## config.mk

```make
export PLATFORM = sky130hd
export DESIGN_NAME = spi_master_mc
export DESIGN_NICKNAME = d
export VERILOG_FILES = /design/src/rtl/spi_pkg.sv /design/src/rtl/spi_master_mc_shifter.sv /design/src/rtl/spi_master_mc.sv
export SDC_FILE = /design/constraint.sdc
export NUM_CORES = 1
export LEC_CHECK = 0
export BUFFER_PORTS_ARGS = -buffer_cell sky130_fd_sc_hd__buf_2
export CORE_MARGIN = 2
export CORE_UTILIZATION = 55
export CTS_CLUSTER_DIAMETER = 200
export DETAILED_ROUTE_END_ITERATION = 16
export PLACE_DENSITY = 0.75
export SYNTH_ARGS = -nofsm -noshare
export SYNTH_HDL_FRONTEND = slang
export SYNTH_SLANG_ARGS = --single-unit
```

## constraint.sdc

```tcl
create_clock -name clock -period 6.57 [get_ports clock]
set_input_delay 1.314 -clock clock [delete_from_list [all_inputs] [get_ports clock]]
set_output_delay 1.314 -clock clock [all_outputs]
set_load 0.02 [all_outputs]
```

## src/rtl/spi_pkg.sv

```systemverilog
// Shared command codes, FSM state encoding and mode bit positions for the SPI master.
package spi_pkg;

  localparam logic [2:0] SPI_XFER       = 3'd0;
  localparam logic [2:0] SPI_INIT       = 3'd1;
  localparam logic [2:0] SPI_CS_ASSERT  = 3'd2;
  localparam logic [2:0] SPI_CS_RELEASE = 3'd3;
  localparam logic [2:0] SPI_WAIT_RESP  = 3'd4;

  // spi_mode is {CPOL, CPHA}
  localparam int MODE_CPOL = 1;
  localparam int MODE_CPHA = 0;

  typedef enum logic [2:0] {
    ST_IDLE,
    ST_CSOP,
    ST_INIT,
    ST_SHIFT,
    ST_WAITR
  } spi_state_t;

endpackage

```

## src/rtl/spi_master_mc_shifter.sv

```systemverilog
// SCLK generator and MSB-first shift engine shared by XFER, INIT and WAIT_RESP.
// A half-period counter runs 0..div; every wrap is one SCLK edge. Even edge
// indices are leading edges, odd ones trailing.
module spi_shifter
  import spi_pkg::*;
#(
  parameter int DATA_W      = 8,
  parameter int DIV_W       = 8,
  parameter int INIT_CLOCKS = 80
) (
  input  logic              clock,
  input  logic              reset_n,
  input  logic              start,
  input  logic              restart,
  input  logic              init,
  input  logic [1:0]        mode,
  input  logic [DIV_W-1:0]  div,
  input  logic [DATA_W-1:0] word,
  input  logic              miso,
  output logic              sclk,
  output logic              mosi,
  output logic              done,
  output logic [DATA_W-1:0] rx_word
);

  localparam int MAX_BITS = (DATA_W > INIT_CLOCKS) ? DATA_W : INIT_CLOCKS;
  localparam int EDGE_W   = $clog2(2 * MAX_BITS);
  localparam logic [EDGE_W-1:0] LAST_XFER = EDGE_W'(2 * DATA_W - 1);
  localparam logic [EDGE_W-1:0] LAST_INIT = EDGE_W'(2 * INIT_CLOCKS - 1);

  logic              active;
  logic              cpol_q;
  logic              cpha_q;
  logic              init_q;
  logic [DIV_W-1:0]  div_q;
  logic [DIV_W-1:0]  half_cnt;
  logic [EDGE_W-1:0] edge_cnt;
  logic [DATA_W-1:0] tx;
  logic [DATA_W-1:0] rx;
  logic              edge_now;
  logic              leading;
  logic              sample_edge;
  logic              shift_edge;

  // Edge classification; the word seen on the final edge includes that edge's sample
  always_comb begin
    edge_now    = active && (half_cnt == div_q);
    leading     = ~edge_cnt[0];
    sample_edge = edge_now && (leading != cpha_q);
    shift_edge  = edge_now && (leading == cpha_q);
    done        = edge_now && (edge_cnt == (init_q ? LAST_INIT : LAST_XFER));
    rx_word     = sample_edge ? {rx[DATA_W-2:0], miso} : rx;
  end

  // Load on start/restart, then toggle SCLK and shift on each half-period wrap
  always_ff @(posedge clock or negedge reset_n) begin
    if (!reset_n) begin
      active   <= 1'b0;
      cpol_q   <= 1'b0;
      cpha_q   <= 1'b0;
      init_q   <= 1'b0;
      div_q    <= '0;
      half_cnt <= '0;
      edge_cnt <= '0;
      tx       <= '1;
      rx       <= '1;
      sclk     <= 1'b0;
      mosi     <= 1'b1;
    end else if (start) begin
      active   <= 1'b1;
      cpol_q   <= mode[MODE_CPOL];
      cpha_q   <= mode[MODE_CPHA];
      init_q   <= init;
      div_q    <= div;
      half_cnt <= '0;
      edge_cnt <= '0;
      rx       <= '1;
      sclk     <= mode[MODE_CPOL];
      if (init) begin
        tx   <= '1;
        mosi <= 1'b1;
      end else begin
        // CPHA=0 already presents the MSB, so the register holds the rest
        tx   <= mode[MODE_CPHA] ? word : {word[DATA_W-2:0], 1'b1};
        mosi <= word[DATA_W-1];
      end
    end else if (restart) begin
      // Back-to-back all-ones word for response polling, same clocking setup
      active   <= 1'b1;
      half_cnt <= '0;
      edge_cnt <= '0;
      rx       <= '1;
      tx       <= '1;
      mosi     <= 1'b1;
      sclk     <= cpol_q;
    end else if (active) begin
      if (edge_now) begin
        half_cnt <= '0;
        edge_cnt <= edge_cnt + 1'b1;
        sclk     <= ~sclk;
        if (sample_edge) rx <= {rx[DATA_W-2:0], miso};
        if (shift_edge) begin
          mosi <= tx[DATA_W-1];
          tx   <= {tx[DATA_W-2:0], 1'b1};
        end
        if (done) active <= 1'b0;
      end else begin
        half_cnt <= half_cnt + 1'b1;
      end
    end
  end

endmodule

```

## src/rtl/spi_master_mc.sv

```systemverilog
// Multi-chip-select SPI master: command FSM, chip-select register, response
// polling word counter and timeout flag around the shared shift engine.
module spi_master_mc
  import spi_pkg::*;
#(
  parameter int DATA_W        = 8,
  parameter int CS_COUNT      = 2,
  parameter int DIV_W         = 8,
  parameter int INIT_CLOCKS   = 80,
  parameter int TIMEOUT_WORDS = 256,
  localparam int CSEL_W       = (CS_COUNT > 1) ? $clog2(CS_COUNT) : 1
) (
  input  logic                clock,
  input  logic                reset_n,
  input  logic                spi_signal,
  input  logic [2:0]          spi_cmd,
  input  logic [DATA_W-1:0]   spi_out,
  input  logic [CSEL_W-1:0]   spi_csel,
  input  logic [DIV_W-1:0]    spi_div,
  input  logic [1:0]          spi_mode,
  output logic [DATA_W-1:0]   spi_din,
  output logic                spi_busy,
  output logic                spi_timeout,
  output logic [CS_COUNT-1:0] SPI_CS,
  output logic                SPI_SCLK,
  input  logic                SPI_MISO,
  output logic                SPI_MOSI
);

  localparam int WCNT_W = $clog2(TIMEOUT_WORDS + 1);
  localparam logic [WCNT_W-1:0] WCNT_MAX = WCNT_W'(TIMEOUT_WORDS);
  localparam logic [DATA_W-1:0] ONES = '1;

  spi_state_t          state;
  spi_state_t          state_n;
  logic                accept;
  logic                sh_start;
  logic                sh_restart;
  logic                sh_init;
  logic                sh_done;
  logic [DATA_W-1:0]   sh_rx;
  logic [DATA_W-1:0]   sh_word;
  logic [WCNT_W-1:0]   wcnt;
  logic [WCNT_W-1:0]   wcnt_inc;
  logic                resp_hit;
  logic                word_last;
  logic [CS_COUNT-1:0] cs_dec;

  assign accept    = (state == ST_IDLE) && spi_signal;
  assign spi_busy  = (state != ST_IDLE);
  assign sh_word   = (spi_cmd == SPI_WAIT_RESP) ? ONES : spi_out;
  assign wcnt_inc  = (wcnt == WCNT_MAX) ? wcnt : wcnt + 1'b1;
  assign resp_hit  = (sh_rx != ONES);
  assign word_last = (wcnt_inc == WCNT_MAX);

  // Chip-select decode; an out-of-range select matches nothing and releases all
  always_comb begin
    cs_dec = '1;
    for (int i = 0; i < CS_COUNT; i++) begin
      if (spi_csel == CSEL_W'(i)) cs_dec[i] = 1'b0;
    end
  end

  // FSM state register
  always_ff @(posedge clock or negedge reset_n) begin
    if (!reset_n) state <= ST_IDLE;
    else          state <= state_n;
  end

  // Next state and shifter control
  always_comb begin
    state_n    = state;
    sh_start   = 1'b0;
    sh_restart = 1'b0;
    sh_init    = 1'b0;
    case (state)
      ST_IDLE: begin
        if (spi_signal) begin
          case (spi_cmd)
            SPI_XFER: begin
              sh_start = 1'b1;
              state_n  = ST_SHIFT;
            end
            SPI_INIT: begin
              sh_start = 1'b1;
              sh_init  = 1'b1;
              state_n  = ST_INIT;
            end
            SPI_CS_ASSERT, SPI_CS_RELEASE: state_n = ST_CSOP;
            SPI_WAIT_RESP: begin
              sh_start = 1'b1;
              state_n  = ST_WAITR;
            end
            default: ;
          endcase
        end
      end
      ST_CSOP: state_n = ST_IDLE;
      ST_INIT, ST_SHIFT: begin
        if (sh_done) state_n = ST_IDLE;
      end
      ST_WAITR: begin
        if (sh_done) begin
          if (resp_hit || word_last) state_n    = ST_IDLE;
          else                       sh_restart = 1'b1;
        end
      end
      default: state_n = ST_IDLE;
    endcase
  end

  // Chip selects, received word, timeout flag and polling word counter
  always_ff @(posedge clock or negedge reset_n) begin
    if (!reset_n) begin
      SPI_CS      <= '1;
      spi_din     <= '1;
      spi_timeout <= 1'b0;
      wcnt        <= '0;
    end else begin
      if (accept) begin
        case (spi_cmd)
          SPI_CS_ASSERT:            SPI_CS <= cs_dec;
          SPI_CS_RELEASE, SPI_INIT: SPI_CS <= '1;
          SPI_WAIT_RESP: begin
            spi_timeout <= 1'b0;
            wcnt        <= '0;
          end
          default: ;
        endcase
      end
      if (state == ST_SHIFT && sh_done) spi_din <= sh_rx;
      if (state == ST_WAITR && sh_done) begin
        wcnt <= wcnt_inc;
        if (resp_hit) begin
          spi_din     <= sh_rx;
          spi_timeout <= 1'b0;
        end else if (word_last) begin
          spi_din     <= ONES;
          spi_timeout <= 1'b1;
        end
      end
    end
  end

  spi_shifter #(
    .DATA_W      (DATA_W),
    .DIV_W       (DIV_W),
    .INIT_CLOCKS (INIT_CLOCKS)
  ) u_shifter (
    .clock   (clock),
    .reset_n (reset_n),
    .start   (sh_start),
    .restart (sh_restart),
    .init    (sh_init),
    .mode    (spi_mode),
    .div     (spi_div),
    .word    (sh_word),
    .miso    (SPI_MISO),
    .sclk    (SPI_SCLK),
    .mosi    (SPI_MOSI),
    .done    (sh_done),
    .rx_word (sh_rx)
  );

endmodule

```

==> results of run 1 <==
==> final timing paths <==
path | startpoint | end | slack, ns
hold reg to reg | spi_din[5] | spi_din[5] | 0.50
max in group asynchronous | reset_n | u_shifter.sclk | 4.86
setup reg to reg | u_shifter.half_cnt[7] | wcnt[2] | 3.39
setup / recovery | u_shifter.half_cnt[7] | wcnt[2] | 3.39
hold / removal | spi_din[5] | spi_din[5] | 0.50
min in group asynchronous | reset_n | wcnt[2] | 1.18
==> placed cells by master (no fill, tap or decap), types with 9 or more instances in the layout <==
master    count
dfrtp_1      42
buf_2        39
nor2_1       34
dfstp_2      27
nand2_1      23
a21oi_1      21
o21ai_0      20
xnor2_1      17
mux2i_1      17
nand3_1      12
mux2_2       12
clkbuf_8     10
a22oi_1       9
a21o_1        9
==> critical path, cell delays in order, from the launching register on <==
cell and delay [ns]:
dfrtp_1 0.41, xnor2_1 0.22, nand3_2 0.15, nor4_1 0.81, nand4_1 0.62, and2_0 0.47, o21bai_1 0.23, a21o_1 0.17
==> area by class of cell <==
| cell class | instances | area (um^2) |
|---|---|---|
| inverters | 8 | 30.0 |
| fillers | 530 | 2270 |
| well taps | 77 | 96.3 |
| flip-flops and latches | 69 | 1760 |
| repair buffers | 45 | 240 |
| clock inverters | 5 | 77.6 |
| clock buffers | 11 | 163 |
| multi-input cells | 270 | 1820 |
==> registers in the layout (all words and copies together), names as in the netlist <==
signal              flops
u_shifter.cpha_q        1
SPI_CS                  2
spi_din                 8
wcnt                    9
u_shifter.tx            8
state                   3
u_shifter.init_q        1
u_shifter.mosi          1
u_shifter.div_q         8
u_shifter.sclk          1
u_shifter.half_cnt      8
u_shifter.cpol_q        1
u_shifter.edge_cnt      8
u_shifter.active        1
spi_timeout             1
u_shifter.rx            8
==> per-stage QoR <==
stage,power [W],setup slack (ns),util [%],cells,cell area (um^2)
3_3_place_gp,0.00118,3.46,61.1,469,3950
2_1_floorplan,0.00108,3.76,-,367,3720
5_1_grt,0.00172,3.09,64.9,485,4190
4_1_cts,0.00163,3.38,64.9,485,4190
3_5_place_dp,0.00121,3.39,61.1,469,3950
6_report,0.00161,3.39,64.9,485,4190
==> synth_stat cells, types with 2 or more instances <==
cell,instances
a211oi_1,3
a21o_1,9
a21oi_1,21
a22oi_1,9
a2bb2oi_1,8
a31oi_1,3
and2_1,4
and3_1,8
and4_1,4
buf_2,3
buf_4,2
buf_6,3
clkbuf_1,10
dfrtp_1,42
dfstp_2,27
ha_1,4
inv_1,8
mux2_2,12
mux2i_1,17
nand2_1,23
nand2b_1,5
nand3_1,12
nand3b_1,3
nand4_1,4
nand4b_1,2
nor2_1,34
nor2b_1,2
nor3_1,8
nor3b_1,7
nor4_1,3
o21ai_0,20
o22a_1,2
o31ai_1,3
or3_1,2
xnor2_1,17
xor2_1,4
==> routing by layer <==
| layer | global-route usage, % | part of all wire (%) |
|---|---|---|
| met2 | 35.7 | 50 |
| met1 | 28.4 | 46 |
| met4 | 5.97 | 0.77 |
| met5 | 0 | 0 |
| met3 | 4.95 | 3.5 |
==> report_power, final <==
part / internal (W) / leakage, nW / total [W] / switching, W
registers: 0.000589 / 0.819 / 0.000722 / 0.000133
logic: 0.000234 / 0.880 / 0.000482 / 0.000248
clock network: 0.000247 / 0.125 / 0.000409 / 0.000162
==> cells by family after synthesis <==
logic type      after synthesis  synth area share [%]
compound gates               86                  15.4
xor+xnor                     21                  4.95
fa+ha+maj                     4                  1.35
buf+inv                      28                  3.77
flops                        69                  47.4
mux                          30                  8.62
simple gates                129                  18.6
==> results.sh, run 1 <==
export IMPL_drtIter0Drc=166
export IMPL_period_minus_slack_ns=3.18
export IMPL_grt_pass1_vias=2809
export IMPL_p_leak_nw=1.82
export IMPL_htree_levels=3
export IMPL_required_ns=6.80
export IMPL_dieArea_mm2=0.00743
export IMPL_reg2regPathDepth=7
export IMPL_path_clk_slew_ns=0.07
export IMPL_die_w_um=86.2
export IMPL_synth_nets=397
export IMPL_cts_root_buf="clkbuf_8"
export IMPL_via_per_inst=5.92
export IMPL_vdd_ir_drop_max_uv=312
export IMPL_die_h_um=86.2
export IMPL_holdWs_ns=0.501
export IMPL_area_growth_syn_to_layout_pct=12.7
export IMPL_setup_tns_ns=0
export IMPL_synth_async_reset_ratio_pct=100
export IMPL_portBuffers=39
export IMPL_finalHoldViolations=0
export IMPL_globalRoute_totalOverflow=0
export IMPL_numCtsBuffers=9
export IMPL_ant_nets=0
export IMPL_fp_coreArea_mm2=0.00646
export IMPL_antenna_found_initial=0
export IMPL_synth_area_top_cells="dfrtp_1, dfstp_2, mux2i_1"
export IMPL_routed_wl_um=7410
export IMPL_fmax_mhz=314
export IMPL_final_max_slew_viol_count=0
export IMPL_synth_edff_count=0
export IMPL_synthCells=367
export IMPL_vias=2870
export IMPL_grt_pass1_wl_um=12800
export IMPL_ys_flop_type="dfrtp_1"
export IMPL_power_density_mw_per_mm2=385
export IMPL_synth_avg_cell_area_um2=10.1
export IMPL_wl_per_cell_um=15.3
export IMPL_grt_max_degree=70
export IMPL_critPathCaptureType="flop"
export IMPL_cts_resized=0
export IMPL_synth_area_mm2=0.00372
export IMPL_worst_skew_pair_late_latency_ns=0.34
export IMPL_cts_setup_buffers=0
export IMPL_yosysTopAreaCellShare_pct=28.3
export IMPL_worstHoldPathType="reg2reg"
export IMPL_synthDistinctLibCells=55
export IMPL_drv_cap=0
export IMPL_clockBufferDepth=2
export IMPL_crit_type="reg2reg"
export IMPL_worstMarginPinSlew_ns=0.911
export IMPL_drc_errors=0
export IMPL_skew_ns=0.00635
export IMPL_ys_seq_area_share_pct=47.4
export IMPL_cts_sinks=69
export IMPL_critPathMaxFanout=14
export IMPL_ios=40
export IMPL_diodes=0
export IMPL_ys_ff_latch=69
export IMPL_relSlewSlack_pct=38.7
export IMPL_start_util_pct=57.6
export IMPL_rows=29
export IMPL_synth_top_cell_by_area="dfrtp_1"
export IMPL_gr_usage_all_layers_pct=21.4
export IMPL_final_layout_size_suffix_gt1_share_pct=27.0
export IMPL_crit_arrival_ns=3.42
export IMPL_cts_hold_buf=0
export IMPL_outcome="finished, final reports clean"
export IMPL_cts_tree="built"
export IMPL_hpwl_um=5110
export IMPL_fin_crit_sh_pct=48.4
export IMPL_dr_pass1_iters=4
export IMPL_hold_depth=1
export IMPL_setup_viol_count_final=0
export IMPL_yosys_warnings=0
export IMPL_grt_setup_unrepaired="false"
export IMPL_cp_start_kind="flop"
export IMPL_layout_nets=433
export IMPL_gp_congestion=0.846
Power figures use the tool's default switching activity.
==> run 2: changes to the inputs <==
Settings changed: ABC_AREA set to 1, CORE_UTILIZATION 55 to 54, PLACE_DENSITY 0.75 to 0.77.
Clock period 6.57 ns to 2.55 ns, I/O delays scaled along.
==> run 2 against run 1 <==
  * Critical path depth rose by 8
  * Sequential power grew to 2.6 times the previous value
  * Via count rose by 26%
  * Total power rose to 3.0 times the previous value
  * Die area up 8.9%
  * Cell area grew 10%
  * Core utilization shrank 0.98 points
  * Clock power grew 130%
  * Count of clock-buffer cells in the layout decreased by 1
  * Combinational power increased to 4.1 times the previous value
  * Global-route usage up 1.4 points
  * Critical path type unchanged
==> results.sh, run 2 <==
export IMPL_outcome="finished, final reports clean"
export IMPL_final_util_pct=63.9
export IMPL_worstMarginPinSlew_ns=0.765
export IMPL_synth_avg_cell_area_um2=7.56
export IMPL_vdd_ir_drop_max_uv=566
export IMPL_drtIter0Drc=236
export IMPL_total_power_w=0.00480
export IMPL_routed_wl_um=8870
export IMPL_diodes=0
export IMPL_htree_levels=3
export IMPL_skew_ns=0.00909
export IMPL_vias=3622
export IMPL_numCtsBuffers=9
export IMPL_fin_crit_sh_pct=94.2
export IMPL_gp_congestion=0.914
export IMPL_start_util_pct=55.3
export IMPL_cp_start_kind="flop"
export IMPL_largest_register="wcnt"
export IMPL_cts_setup_buffers=0
export IMPL_critPathCaptureType="flop"
export IMPL_portBuffers=39
export IMPL_cts_root_buf="clkbuf_8"
export IMPL_synthDistinctLibCells=41
export IMPL_ant_nets=0
export IMPL_setup_tns_ns=0
export IMPL_setup_viol_count_final=0
export IMPL_crit_type="reg2reg"
export IMPL_fmax_mhz=416
export IMPL_final_max_slew_viol_count=0
export IMPL_antenna_found_initial=0
export IMPL_globalRoute_totalOverflow=0
export IMPL_grt_pass1_vias=3318
export IMPL_final_layout_size_suffix_gt1_share_pct=22.3
export IMPL_ios=40
export IMPL_worst_skew_pair_late_latency_ns=0.35
export IMPL_synthCells=528
export IMPL_worstHoldPathType="in2async"
export IMPL_cts_tree="built"
export IMPL_drv_cap=0
export IMPL_synth_top_cell_by_area="dfrtp_1"
export IMPL_yosysTopAreaCellShare_pct=26.3
export IMPL_final_common_cell="nand2_1"
export IMPL_power_density_mw_per_mm2=1040
export IMPL_area_growth_syn_to_layout_pct=15.5
export IMPL_dpl_cell_area_mm2=0.00436
export IMPL_synth_most_common_cell="nand2_1"
export IMPL_grt_setup_unrepaired="true"
export IMPL_wl_per_cell_um=12.9
export IMPL_synth_nets=558
export IMPL_path_clk_slew_ns=0.07
export IMPL_synth_edff_count=0
export IMPL_grt_pass1_wl_um=15100
export IMPL_relSlewSlack_pct=48.8
export IMPL_yosys_warnings=0
export IMPL_via_per_inst=5.28
export IMPL_hpwl_um=6370
export IMPL_rows=31
export IMPL_final_cell_mix="nand2_1, inv_1, nor2_1"
export IMPL_die_h_um=90.0
export IMPL_cts_sinks=69
export IMPL_required_ns=2.80
export IMPL_cts_hold_buf=0
export IMPL_crit_arrival_ns=2.65
export IMPL_finalHoldViolations=0
export IMPL_synth_area_top_cells="dfrtp_1, dfstp_2, nand2_1"
export IMPL_grt_max_degree=70
export IMPL_critPathMaxFanout=8
export IMPL_clockBufferDepth=2
export IMPL_dr_pass1_iters=5
export IMPL_ys_seq_area_share_pct=44.1
export IMPL_synth_area_mm2=0.00399
export IMPL_finalInstanceArea_mm2=0.00461
export IMPL_ys_flop_type="dfrtp_1"
export IMPL_die_w_um=90.0
export IMPL_largest_reg_flops=9
export IMPL_synthTopCellsByCount="nand2_1, inv_1, nor2_1"
export IMPL_fp_coreArea_mm2=0.00721
export IMPL_gr_usage_all_layers_pct=22.8
export IMPL_synth_async_reset_ratio_pct=100
export IMPL_cts_resized=0
export IMPL_dieArea_mm2=0.00809
export IMPL_ys_ff_latch=69
export IMPL_period_minus_slack_ns=2.40
export IMPL_drc_errors=0
export IMPL_p_leak_nw=2.36
export IMPL_layout_nets=612
## run 2: cell types whose count changed after synthesis, sizes merged, moves of 9 or more
cell | before | now
nand2 | 23 | 142
xnor2 | 17 | 3
a21o | 9 | 0
nand4 | 5 | 26
inv | 8 | 73
mux2 | 13 | 0
o21ai | 20 | 38
nor2 | 34 | 62
mux2i | 17 | 0
nand3 | 13 | 37
## run 2: final timing paths
path | from | end | slack [ns] | depth (start not counted)
worst max-delay path | wcnt[0] | u_shifter.edge_cnt[4] | 0.15 | 15
worst min-delay path | reset_n | u_shifter.div_q[3] | 0.16 | 2
worst max register to register | wcnt[0] | u_shifter.edge_cnt[4] | 0.15 | 15
worst min register to register | u_shifter.tx[4] | u_shifter.tx[4] | 0.49 | 2
max in group asynchronous | reset_n | u_shifter.rx[1] | 2.03 | 2
min in group clock | spi_csel | SPI_CS[1] | 0.32 | 2
## run 2: metal layers
metal	share of wire (%)	wire, um	up-vias	track usage (%)
met2	47	4200	93	36.4
met1	46	4120	1697	31.2
li1	-	-	1824	-
met5	0	0	-	0
met3	4.9	433	8	5.28
met4	1.3	118	0	6.92
## run 2: logic make-up (layout without fill, tap and decap cells)
group                      count (synthesis)  after routing  synth area share, %
and+or+nand+nor                          290            290                 33.8
buffers and inverters                     83            142                 8.43
AOI/OAI and AO/OA                         69             69                 9.50
DFF                                       69             69                 44.1
xor gates and xnor gates                  13             13                 2.85
adders and majority gates                  4              4                 1.25
## run 2: layout make-up
class / instances / area (um^2)
inverter: 73 / 274
timing repair buffer: 53 / 313
fill: 626 / 2610
sequential: 69 / 1760
clock buffer: 10 / 149
multi-input combinational: 376 / 1930
tap: 99 / 124
clock inverter: 6 / 57.6
## run 2: power by group
group / switching [W] / internal, W
sequential: 0.000320 / 0.00156
clock: 0.000430 / 0.000507
combinational: 0.00128 / 0.000704
total: 0.00203 / 0.00277
## run 2: worst max-delay path, cell delays in order, from the launching register on
cell and delay [ns]:
dfrtp_1 0.42, inv_1 0.10, ha_1 0.16, nand2_1 0.07
nor3_2 0.18, nand2_1 0.15, nand2_1 0.08, o21ai_0 0.07
inv_1 0.07, nand3_1 0.06, nor2_1 0.13, nand2_1 0.14
nand4_4 0.16, nand2_1 0.13, buf_4 0.19, nor3b_1 0.20
## run 2: metrics by stage
stage	hold WS, ns	setup WS, ns	std cells
4_1_cts	0.184	0.115	686
5_1_grt	0.205	-0.0917	686
3_3_place_gp	0.474	0.268	670
3_5_place_dp	0.479	0.131	670
2_1_floorplan	0.214	0.536	528
6_report	0.163	0.148	686
==> run 3: changes to the inputs <==
Settings changed: ABC_AREA 1 to unset, CORE_UTILIZATION 54 to 40, PLACE_DENSITY 0.77 to unset.
==> run 3 against run 2 <==
  * Critical path type unchanged
  * Sequential share of layout area rose by 0.47 points
  * Maximum frequency fell by 4.5%
  * Setup slack got worse by 0.11 ns
  * First-iteration DRC count fell by 60%
  * Clock skew fell by 0.0026 ns
  * Highest routed layer unchanged
  * Critical endpoint is now u_shifter.tx[4]
==> results.sh, run 3 (same netlist as run 1, synthesis figures left out) <==
export IMPL_outcome="finished, final reports clean"
export IMPL_period_minus_slack_ns=2.51
export IMPL_grt_pass1_vias=2827
export IMPL_finalHoldViolations=0
export IMPL_required_ns=2.85
export IMPL_gp_congestion=0.761
export IMPL_crit_arrival_ns=2.81
export IMPL_worstHoldPathType="in2async"
export IMPL_numCtsBuffers=9
export IMPL_die_h_um=100
export IMPL_total_power_w=0.00424
export IMPL_routed_wl_um=8040
export IMPL_worstMarginPinSlew_ns=0.386
export IMPL_grt_pass1_wl_um=13400
export IMPL_layout_nets=456
export IMPL_cts_tree="built"
export IMPL_cts_hold_buf=0
export IMPL_antenna_found_initial=0
export IMPL_p_leak_nw=1.99
export IMPL_htree_levels=3
export IMPL_final_layout_size_suffix_gt1_share_pct=38.7
export IMPL_ios=40
export IMPL_final_cell_mix="buf_2, dfrtp_1, nor2_1"
export IMPL_globalRoute_totalOverflow=0
export IMPL_wl_per_cell_um=14.8
export IMPL_dr_pass1_iters=4
export IMPL_timing_rr_end="u_shifter.tx[4]"
export IMPL_critPathCaptureType="flop"
export IMPL_dieArea_mm2=0.0101
export IMPL_grt_setup_unrepaired="true"
export IMPL_drtIter0Drc=94
export IMPL_die_w_um=100
export IMPL_reg2reg_from="wcnt[1]"
export IMPL_relSlewSlack_pct=74.0
export IMPL_largest_reg_flops=9
export IMPL_final_max_slew_viol_count=0
export IMPL_clockBufferDepth=2
export IMPL_rows=35
export IMPL_power_density_mw_per_mm2=928
export IMPL_final_util_pct=50.1
export IMPL_worst_skew_pair_late_latency_ns=0.35
export IMPL_start_util_pct=40.8
export IMPL_drc_errors=0
export IMPL_grt_max_degree=70
export IMPL_gr_usage_all_layers_pct=16.8
export IMPL_fin_crit_sh_pct=98.6
export IMPL_largest_register="wcnt"
export IMPL_vias=2894
export IMPL_drv_cap=0
export IMPL_fp_coreArea_mm2=0.00911
export IMPL_hpwl_um=5390
export IMPL_r2r_slack_ns=0.04
export IMPL_final_common_cell="buf_2"
export IMPL_path_clk_slew_ns=0.08
export IMPL_fillers=839
export IMPL_fmax_mhz=398
export IMPL_diodes=0
export IMPL_setup_viol_count_final=0
export IMPL_via_per_inst=5.34
export IMPL_critPathMaxFanout=8
export IMPL_cts_root_buf="clkbuf_8"
export IMPL_area_growth_syn_to_layout_pct=22.8
export IMPL_cp_start_kind="flop"
export IMPL_reg2regPathDepth=11
export IMPL_ant_nets=0
export IMPL_vdd_ir_drop_max_uv=514
export IMPL_cts_sinks=69
export IMPL_crit_type="reg2reg"
export IMPL_portBuffers=39
export IMPL_holdWs_ns=0.173
export IMPL_skew_ns=0.00653
[run 3: cell types whose count changed in the layout (fill, tap and decap cells not counted), moves of 16 or more]
| cell | before | now |
|---|---|---|
| o21ai_0 | 35 | 19 |
| inv_1 | 69 | 6 |
| nor2_1 | 53 | 32 |
| nand4_1 | 24 | 4 |
| nand2_1 | 136 | 23 |
| mux2i_1 | 0 | 17 |
| nand3_1 | 32 | 12 |
[run 3: metal layers]
metal | up-vias | global-route usage [%] | routed length, um
li1 | 1438 | - | -
met1 | 1404 | 22.6 | 3860
met2 | 41 | 26.5 | 3840
met3 | 11 | 4.53 | 235
met4 | 0 | 4.95 | 108
met5 | - | 0 | 0
[run 3: final cells by class]
cell class	instances	area, um^2	area share [%]
multi-input combinational	270	1990	43.5
clock inverter	5	30.0	0.658
clock buffer	11	163	3.56
timing repair buffer	68	452	9.89
tap	111	139	3.04
inverter	8	30.0	0.658
sequential	69	1770	38.7
[run 3: worst max path at each step]
stage / from / endpoint / slack, ns / depth (start not counted)
6_report: wcnt[1] / u_shifter.tx[4] / 0.04 / 11
3_5_place_dp: wcnt[0] / spi_din[2] / -0.005 / 10
4_1_cts: wcnt[0] / spi_din[2] / 0.02 / 10
3_3_place_gp: u_shifter.half_cnt[5] / u_shifter.tx[5] / 0.11 / 8
2_1_floorplan: u_shifter.half_cnt[6] / u_shifter.edge_cnt[0] / 0.03 / 11
5_1_grt: wcnt[0] / u_shifter.tx[6] / -0.05 / 11
[run 3: repair_timing]
action,4_1_cts,5_1_grt
resized for setup,1,41
setup buffers,0,4
endpoints found under the setup margin,5,45
pin swaps,0,10
hold endpoints to repair,0,0
gates cloned,0,1
[run 3: report_power, final]
part	total (W)	switching, W	internal (W)
Sequential	0.00187	0.000352	0.00152
Clock	0.000869	0.000432	0.000436
Combinational	0.00150	0.000735	0.000761
[run 3: through the flow]
| step | worst slack (ns) | TNS (ns) | std cells | instance area (um^2) |
|---|---|---|---|---|
| 2_1_floorplan | 0.0258 | 0 | 367 | 3720 |
| 3_3_place_gp | 0.111 | 0 | 521 | 4170 |
| 3_5_place_dp | -0.00508 | -0.0121 | 521 | 4170 |
| 4_1_cts | 0.0195 | 0 | 537 | 4370 |
| 5_1_grt | -0.0499 | -0.517 | 542 | 4570 |
| 6_report | 0.0357 | 0 | 542 | 4570 |
[run 3: worst max-delay path: stages (launching register included)]
cell	delay (ns)
dfrtp_1	0.42
inv_2	0.08
ha_2	0.17
nor3b_2	0.19
and4_4	0.26
or4_4	0.13
a221oi_4	0.06
buf_4	0.15
or4_4	0.55
buf_12	0.17
a22oi_1	0.18
a21o_1	0.11
